File: src/rtl/fetch_queue_unit.sv
// Fetch stage: issues sequential instruction-memory reads and queues {instr, pc, pc_next} for decode.
// Latency: request in cycle N, pushed at end of N+1, out_valid in N+2 when the queue was empty.
// Backpressure: out_valid/out_ready; issue is credit-limited so count + inflight never exceeds QDEPTH.
//
// Ports:
//   clk, reset                    rising-edge clock, synchronous active-low reset
//   imem_req, imem_addr           fetch request strobe and address (address = fetch PC)
//   imem_rdata                    instruction word, valid one cycle after imem_req
//   redirect_valid, redirect_pc   flush queue, kill in-flight fetch, restart at redirect_pc
//   out_valid, out_ready          decode handshake on the queue head
//   out_instr, out_pc, out_pc_next  head entry (zero when the queue is empty)
//   perf_stall_cycles, perf_redirects  saturating counters, present only with FETCH_QUEUE_PERF_EN
//
// Optional feature macro: FETCH_QUEUE_PERF_EN
// QDEPTH must be a power of two and >= 2 so the pointers wrap naturally.
module fetch_queue_unit #(
  parameter int unsigned     XLEN     = 32,
  parameter logic [XLEN-1:0] PC_RESET = '0,
  parameter logic [XLEN-1:0] PC_STEP  = XLEN'(4),
  parameter int unsigned     QDEPTH   = 4
) (
  input  logic            clk,
  input  logic            reset,
  output logic            imem_req,
  output logic [XLEN-1:0] imem_addr,
  input  logic [XLEN-1:0] imem_rdata,
  input  logic            redirect_valid,
  input  logic [XLEN-1:0] redirect_pc,
  output logic            out_valid,
  input  logic            out_ready,
  output logic [XLEN-1:0] out_instr,
  output logic [XLEN-1:0] out_pc,
  output logic [XLEN-1:0] out_pc_next
`ifdef FETCH_QUEUE_PERF_EN
  ,
  output logic [31:0]     perf_stall_cycles,
  output logic [31:0]     perf_redirects
`endif
);

  localparam int unsigned   PW    = (QDEPTH > 1) ? $clog2(QDEPTH) : 1;
  localparam int unsigned   CW    = PW + 1;
  localparam logic [CW-1:0] DEPTH = CW'(QDEPTH);

  // Fetch state
  logic [XLEN-1:0] fetch_pc_q,    fetch_pc_d;
  logic            inflight_q,    inflight_d;
  logic [XLEN-1:0] inflight_pc_q, inflight_pc_d;

  // Queue control
  logic [PW-1:0]   rd_ptr_q, rd_ptr_d;
  logic [PW-1:0]   wr_ptr_q, wr_ptr_d;
  logic [CW-1:0]   count_q,  count_d;

  // Queue storage (not reset; the head outputs are gated by out_valid)
  logic [XLEN-1:0] instr_q   [QDEPTH];
  logic [XLEN-1:0] instr_d   [QDEPTH];
  logic [XLEN-1:0] pc_q      [QDEPTH];
  logic [XLEN-1:0] pc_d      [QDEPTH];
  logic [XLEN-1:0] pc_next_q [QDEPTH];
  logic [XLEN-1:0] pc_next_d [QDEPTH];

  logic [CW-1:0]   used;
  logic            issue;
  logic            push;
  logic            pop;

  // Credit check: entries held plus the one that may land next cycle.
  // A pop in the same cycle is deliberately not credited, keeping the
  // issue path independent of out_ready.
  always_comb begin
    used  = count_q + CW'(inflight_q);
    issue = reset & ~redirect_valid & (used < DEPTH);
  end

  assign imem_req  = issue;
  assign imem_addr = fetch_pc_q;

  assign out_valid = (count_q != '0);
  assign pop       = out_valid & out_ready;
  // Every in-flight request returns exactly one word next cycle.
  assign push      = inflight_q;

  always_comb begin
    out_instr   = '0;
    out_pc      = '0;
    out_pc_next = '0;
    if (out_valid) begin
      out_instr   = instr_q[rd_ptr_q];
      out_pc      = pc_q[rd_ptr_q];
      out_pc_next = pc_next_q[rd_ptr_q];
    end
  end

  always_comb begin
    fetch_pc_d    = fetch_pc_q;
    inflight_d    = issue;
    inflight_pc_d = inflight_pc_q;
    rd_ptr_d      = rd_ptr_q;
    wr_ptr_d      = wr_ptr_q;
    count_d       = count_q;
    instr_d       = instr_q;
    pc_d          = pc_q;
    pc_next_d     = pc_next_q;

    if (redirect_valid) begin
      // Redirect wins over push and pop: the returning word (if any) is
      // from the old path and is dropped by clearing inflight.
      fetch_pc_d = redirect_pc;
      rd_ptr_d   = '0;
      wr_ptr_d   = '0;
      count_d    = '0;
    end else begin
      if (push) begin
        instr_d[wr_ptr_q]   = imem_rdata;
        pc_d[wr_ptr_q]      = inflight_pc_q;
        pc_next_d[wr_ptr_q] = inflight_pc_q + PC_STEP;
        wr_ptr_d            = wr_ptr_q + PW'(1);
      end
      if (pop) begin
        rd_ptr_d = rd_ptr_q + PW'(1);
      end
      case ({push, pop})
        2'b10:   count_d = count_q + CW'(1);
        2'b01:   count_d = count_q - CW'(1);
        default: count_d = count_q;
      endcase
      if (issue) begin
        fetch_pc_d    = fetch_pc_q + PC_STEP;
        inflight_pc_d = fetch_pc_q;
      end
    end
  end

  always_ff @(posedge clk) begin
    if (!reset) begin
      fetch_pc_q    <= PC_RESET;
      inflight_q    <= 1'b0;
      inflight_pc_q <= '0;
      rd_ptr_q      <= '0;
      wr_ptr_q      <= '0;
      count_q       <= '0;
    end else begin
      fetch_pc_q    <= fetch_pc_d;
      inflight_q    <= inflight_d;
      inflight_pc_q <= inflight_pc_d;
      rd_ptr_q      <= rd_ptr_d;
      wr_ptr_q      <= wr_ptr_d;
      count_q       <= count_d;
    end
  end

  always_ff @(posedge clk) begin
    instr_q   <= instr_d;
    pc_q      <= pc_d;
    pc_next_q <= pc_next_d;
  end

`ifdef FETCH_QUEUE_PERF_EN
  logic [31:0] stall_cnt_q, stall_cnt_d;
  logic [31:0] redir_cnt_q, redir_cnt_d;

  always_comb begin
    stall_cnt_d = stall_cnt_q;
    redir_cnt_d = redir_cnt_q;
    if (out_valid && !out_ready && (stall_cnt_q != 32'hFFFF_FFFF)) begin
      stall_cnt_d = stall_cnt_q + 32'd1;
    end
    if (redirect_valid && (redir_cnt_q != 32'hFFFF_FFFF)) begin
      redir_cnt_d = redir_cnt_q + 32'd1;
    end
  end

  always_ff @(posedge clk) begin
    if (!reset) begin
      stall_cnt_q <= '0;
      redir_cnt_q <= '0;
    end else begin
      stall_cnt_q <= stall_cnt_d;
      redir_cnt_q <= redir_cnt_d;
    end
  end

  assign perf_stall_cycles = stall_cnt_q;
  assign perf_redirects    = redir_cnt_q;
`endif

  // Held entries plus the outstanding request never exceed the queue size,
  // which is what makes the unconditional push safe.
  a_credit_bound: assert property (@(posedge clk) disable iff (!reset) used <= DEPTH);

endmodule

File: config.mk
export PLATFORM = sky130hd
export DESIGN_NAME = fetch_queue_unit
export DESIGN_NICKNAME = d
export VERILOG_FILES = /design/src/rtl/fetch_queue_unit.sv
export SDC_FILE = /design/constraint.sdc
export NUM_CORES = 1
export LEC_CHECK = 0
export CAP_MARGIN = 5
export CORE_MARGIN = 1.5
export CORE_UTILIZATION = 45
export CTS_BUF_LIST = sky130_fd_sc_hd__clkbuf_4
export DETAILED_ROUTE_END_ITERATION = 7
export GPL_TIMING_DRIVEN = 0
export PLACE_DENSITY = 0.73
export SKIP_LAST_GASP = 1
export SLEW_MARGIN = 20
export SYNTH_ARGS = -nofsm -noshare
export SYNTH_HDL_FRONTEND = slang
export SYNTH_SLANG_ARGS = --single-unit
File: constraint.sdc
create_clock -name clk -period 6.1 [get_ports clk]
set_input_delay 1.22 -clock clk [delete_from_list [all_inputs] [get_ports clk]]
set_output_delay 1.22 -clock clk [all_outputs]
set_load 0.05 [all_outputs]
# After elaboration in Yosys (flattened, before gate mapping)
# Cells that the tools add are included.
# classes
add_sub_neg	7
magnitude_cmp	4
n_eq_ne	2
mux	20
n_bitwise	7
n_reduce_logical	7
# op_table
operator	count
$bwmux W128	3
$mux W32	12
$bmux W32 S2	3
$add A32 B3 Y32 const B	2
$demux W32 S2	1
$ge A3 B3 Y1 const B	2
$not A2 Y3	2
$pmux W3 S2	1
$add A2 B1 Y2 const B	2
$reduce_and A2 Y1	2
$reduce_bool A2 Y1	2
$add A3 B1 Y3	1
$add A3 B1 Y3 const B	1
$and A1 B1 Y1	3
$lt A3 B1 Y1 const B	1
$lt A3 B3 Y1 const B	1
$reduce_bool A3 Y1	1
$sub A3 B1 Y3 const B	1
$eq A2 B1 Y1 const B	1
$eq A2 B2 Y1 const B	1
$not A1 Y1	2
$reduce_or A2 Y1	1
$logic_and A1 B1 Y1	1
# totals
regBits	456
in_bits	68
output_inout_bits	130

# Longest topological paths before layout
# Gate-level depths: netlist (run 1).
# logic_depth
word_depth	6
depth_mapped	8
ltp_nobuf	8

# Worst setup path before layout (run 1)
# OpenSTA, ideal clock, no wires.
# synth_path
path_type	input port to flip-flop
start	in redirect_valid
end	reg instr_q[0] (netlist bit) (enable)
setup_ns	0.464
arrival_ns	4.165
required_time_ns	5.636
slack_ns	1.472
cell_stages	4
path_buffers	2
cell_sequence	inv_1 -> clkbuf_1 -> clkbuf_1 -> and3_1
# synth_between
elab_chain_cells	2
# synth_lines
item	line_no	source
from (decl)	27	input logic redirect_valid,
$not A1 Y1 (no line)	-	
$reduce_and A2 Y1 (no line)	-	
to (signal assigned)	154	instr_q <= instr_d;
to (decl)	56	logic [XLEN-1:0] instr_q [QDEPTH];
# Every way passes these cells.
# A chain may end at the register's enable or synchronous reset.

# Worst setup path in the final report (run 1)
# layout_path
start	reg count_q[2]
end	out out_pc[13]
# layout_between
elab_chain_cells	2
# layout_lines
item	line_no	source
from (decl)	53	logic [CW-1:0] count_q, count_d;
from (signal assigned)	149	count_q <= count_d;
$reduce_bool A3 Y1	79	assign out_valid = (count_q != '0);
$mux W32	88	if (out_valid) begin
to (decl)	32	output logic [XLEN-1:0] out_pc,
# Every way passes these cells.

==> run summary, run 1 <==
The run finished with clean final reports. The run gives 0.8389 as the routability congestion estimate. After the last flow step, the layout net total stands at 1477. In this run, synthesis produced a sequential element count of 448. IR analysis of the VDD net gives a maximum drop of 0.1176 mV. Yosys attributes the largest share of cell area to sky130_fd_sc_hd__edfxtp_1 63%, sky130_fd_sc_hd__mux4_2 12%, sky130_fd_sc_hd__dfxtp_1 8.0%. The number of enable-type register cells in the synthesized netlist was 376.

The HPWL after detailed placement is 25690 um. For the worst-skew pair, the clock arrives at the later sink with an insertion delay of 770 ps. In the routed design, unresolved DRC markers number 0. The worst setup path category is flop to output port. TritonCTS built the clock tree. The logs give 3760 ps for the arrival time reported for the critical path endpoint and 1116 ps for the least setup slack across all paths after layout. For this run, the register share of the synthesized area comes to 70.67%.

For this configuration, the core starts out at a cell density of 45.45%. The multi-input combinational cell area is 0.004964 sq mm. Grouping stages by cell kind, the critical path spends the most delay in buffers and inverters.

Gates resized during post-CTS repair numbered 0. In this run the count of I/O pins placed on the die edge is 198. The aggregate negative setup slack was 0 ps; the net count after synthesis was 1163.

The leakage power total was 7.377 nW. The cell repeated most along the worst path was sky130_fd_sc_hd__clkbuf_1. The run gives 2021 as the number of standard cells in the layout, taps in and fillers out.

The combined global-route utilization of all metal layers was 19.02%. Across all layers, the routed design uses 10540 vias. In this run, CTS created clock tree buffers numbering 107. The area enclosed by the die boundary was 0.04125 sq mm; the number of warning messages in the yosys log was 0. Summing every instance area after synthesis gives 0.01802 sq mm. For the worst slew margin relative to its limit, the log shows 40.88%. Buffers placed on the I/O ports in this run total 197. Number of antenna violations at the first check in global routing: 1.

The count of hold-fix buffers inserted at cts is 0. In the synthesized netlist the dominant register cell turns out to be sky130_fd_sc_hd__edfxtp_1. The worst hold path belongs to the class flop to flop. The layout filler cell count is 3184. The slowest stage cell on the critical path is sky130_fd_sc_hd__clkdlybuf4s50_1. After detailed routing, the total wire length is 38820 um.

The tools report the number of rows created at floorplan as 73. The critical path endpoint category is an output port. The clock period minus final worst setup slack came out at 4984 ps. The largest net degree at the start of global routing was 41; the final clock skew was 42.80 ps. Cells fill 56.10% of the core in the end. Static timing analysis puts the maximum clock frequency at 200.6 MHz. The type of origin of the critical path was a flop. The number of max-slew violations in the final report was 0. The mean instance size in the synthesized netlist came out at 16.58 sq um. Before antenna repair, the detailed router went through 6 iterations. In this design, the stage delay of the slowest critical-path cell is 890 ps. For the pin with the worst max-slew slack, the measured transition is 879.4 ps. Dividing the detail-routed via count by the number of cells gives 5.215. Timing analysis after detailed placement gives a worst setup slack of 1453 ps. The buffers plus inverters on the worst setup path works out to 3. Setup violations remaining at the end of the flow were counted as 0.

In the final routed layout, each cell accounts on average for 19.21 um. The tree is rooted in a sky130_fd_sc_hd__clkbuf_4. The clock net in this run drives a total of 448 sinks.

Of the available clock period, the critical path in the final layout requires 81.70%. The standard cell core area was 0.03964 sq mm. Of the cells placed in the final design, the portion with a size suffix greater than 1 is 20.21%. Areal power density over the cells: 277.4 mW/mm^2. The clock passes through at most 3 buffers. The signal on the critical path passes through or3_1 -> clkbuf_1 -> clkbuf_1 -> and2_1 -> clkdlybuf4s50_1. After clock tree synthesis, the clock-pin slew on the worst setup and hold paths is 70 ps. The proportion of register bits with asynchronous set or reset after synthesis was 0%; the global-route wire length before repair was 59230 um. After global routing the overflow that remains totals 0. The hold violation total from the final report is 0. The unique cell type count in the Yosys netlist is 49, and the layout overhead on the synthesized area is 23.43%. Of all nets on the critical path, the largest fanout is 10. In this run the number of H-tree levels came out at 3. At the worst endpoint, the required time is 4880 ps. For the number of global-route vias before repair, the log shows 10730. The fraction of synthesized cell area taken by the top area cell type is 62.67%.

Number of cells in the design after placement: 1817. The tool flagged a number of max-cap violations equal to 0. Post-CTS timing repair inserted 0 buffers for setup.

After technology mapping, the gate count stands at 1087. The most area-hungry cell type in the Yosys netlist was sky130_fd_sc_hd__edfxtp_1. Measured along the x axis, the die boundary spans 203.1 um. The chip height was 203.1 um; the violation count after the first detailed-routing iteration was 619.

Setup repair after global routing left no endpoint under its margin. In this run the remaining antenna-violating nets after routing total 0. Registers take 0.01273 sq mm.
-- registers in the layout, summed over array words and instances, names as in the netlist --
signal	count
instr_q	128
pc_q	128
pc_next_q	120
imem_addr	32
inflight_pc_q	32
count_q	3
rd_ptr_q	2
wr_ptr_q	2
inflight_q	1
-- through the flow --
stage          area (sq um)  hold WS (ps)  total power (W)
2_1_floorplan         18020         460.0         0.003689
3_3_place_gp          20650         495.5         0.003866
3_5_place_dp          20860         478.8         0.003873
4_1_cts               22230         490.9         0.006248
5_1_grt               22240         527.1         0.006420
6_report              22240         501.8         0.006168
-- placed cells by master (no fill, tap or decap), types with 6 or more instances in the layout --
cell type / Yosys / routed
sky130_fd_sc_hd__nor3_1: 10 / 10
sky130_fd_sc_hd__ha_1: 7 / 7
sky130_fd_sc_hd__clkinv_1: 0 / 37
sky130_fd_sc_hd__clkbuf_1: 37 / 37
sky130_fd_sc_hd__nor4_1: 10 / 10
sky130_fd_sc_hd__clkbuf_4: 0 / 154
sky130_fd_sc_hd__a21oi_1: 48 / 48
sky130_fd_sc_hd__dfxtp_1: 72 / 72
sky130_fd_sc_hd__and2_1: 104 / 104
sky130_fd_sc_hd__edfxtp_1: 376 / 376
sky130_fd_sc_hd__clkdlybuf4s50_1: 0 / 197
sky130_fd_sc_hd__xnor2_1: 38 / 38
sky130_fd_sc_hd__xor2_1: 17 / 17
sky130_fd_sc_hd__nor2_1: 27 / 27
sky130_fd_sc_hd__o21ai_0: 14 / 14
sky130_fd_sc_hd__nand3_1: 21 / 21
sky130_fd_sc_hd__nand4_1: 20 / 20
sky130_fd_sc_hd__inv_1: 18 / 18
sky130_fd_sc_hd__clkinv_2: 0 / 6
sky130_fd_sc_hd__and4_1: 6 / 6
sky130_fd_sc_hd__buf_2: 17 / 17
sky130_fd_sc_hd__mux4_2: 94 / 94
sky130_fd_sc_hd__nand2_1: 90 / 90
sky130_fd_sc_hd__a31oi_1: 6 / 6
-- per-layer routing --
layer,wire length (um),track usage [%]
met4,736,6.323
met2,19330,31.92
met3,2816,4.896
met1,15940,24.14
met5,0,0
-- cell families after synthesis --
logic type / share of synthesized area [%]
XOR/XNOR: 2.764
adder cells (fa/ha/maj): 0.5972
AND/OR/NAND/NOR: 9.118
flip-flops: 70.67
multiplexers: 11.92
AO/OA/AOI/OAI: 3.042
buffers and inverters: 1.896
-- cells in the mapped netlist, types with 3 or more instances --
cell type                  number
sky130_fd_sc_hd__edfxtp_1     376
sky130_fd_sc_hd__and2_1       104
sky130_fd_sc_hd__mux4_2        94
sky130_fd_sc_hd__nand2_1       90
sky130_fd_sc_hd__dfxtp_1       72
sky130_fd_sc_hd__a21oi_1       48
sky130_fd_sc_hd__xnor2_1       38
sky130_fd_sc_hd__clkbuf_1      37
sky130_fd_sc_hd__nor2_1        27
sky130_fd_sc_hd__nand3_1       21
sky130_fd_sc_hd__nand4_1       20
sky130_fd_sc_hd__inv_1         18
sky130_fd_sc_hd__buf_2         17
sky130_fd_sc_hd__xor2_1        17
sky130_fd_sc_hd__o21ai_0       14
sky130_fd_sc_hd__nor3_1        10
sky130_fd_sc_hd__nor4_1        10
sky130_fd_sc_hd__and3_1         7
sky130_fd_sc_hd__ha_1           7
sky130_fd_sc_hd__a31oi_1        6
sky130_fd_sc_hd__and4_1         6
sky130_fd_sc_hd__a211oi_1       5
sky130_fd_sc_hd__o22ai_1        4
sky130_fd_sc_hd__mux2i_1        3
sky130_fd_sc_hd__o311a_1        3
sky130_fd_sc_hd__or3_1          3
-- power by group --
part	internal, W	total, W	switching [W]
clock network	0.00121	0.00236	0.00115
logic	0.000163	0.000413	0.000250
registers	0.00334	0.00339	0.0000492
total	0.00472	0.00617	0.00145
-- worst register-to-register path, stage by stage, from the launching register on --
cell and delay, ps:
sky130_fd_sc_hd__dfxtp_1 560, sky130_fd_sc_hd__ha_1 270, sky130_fd_sc_hd__nand3_1 230, sky130_fd_sc_hd__nor4_2 730, sky130_fd_sc_hd__nand3_1 150, sky130_fd_sc_hd__nor2_1 150
sky130_fd_sc_hd__xor2_1 260
-- path summary, 6_finish.rpt --
check             depth (start not counted)          endpoint              from  slack [ps]
setup / recovery                          5        out_pc[13]        count_q[2]        1120
hold / removal                            2  inflight_pc_q[0]      imem_addr[0]         500
setup reg to reg                          6     pc_next_q[30]  inflight_pc_q[2]        3570
hold reg to reg                           2  inflight_pc_q[0]      imem_addr[0]         500
-- area by class of cell --
class,count,share of cell area [%]
Sequential cell,448,57.25
Multi-Input combinational cell,560,22.32
Timing Repair Buffer,205,9.722
Clock buffer,154,5.199
Tap cell,525,2.954
Buffer,60,1.215
Clock inverter,48,0.9958
Inverter,19,0.3207
Antenna cell,2,0.02250
Power figures use the tool's default switching activity.
==> run 2: changes to the inputs <==
==> constraint.sdc (replaced) <==
create_clock -name clk -period 5.2 [get_ports clk]
set_input_delay 1.04 -clock clk [delete_from_list [all_inputs] [get_ports clk]]
set_output_delay 1.04 -clock clk [all_outputs]
set_load 0.05 [all_outputs]
==> results of run 2 <==
Same layout as run 1 (identical final DEF). Status: finished, final reports clean.
Main changes from that run: setup slack after placement 1453 ps -> 826.4 ps; setup slack after layout 1116 ps -> 396.2 ps; register-to-register setup slack 3570 ps -> 2670 ps; total power 0.006168 W -> 0.007236 W; worst IR drop on VDD 0.1176 mV -> 0.1379 mV
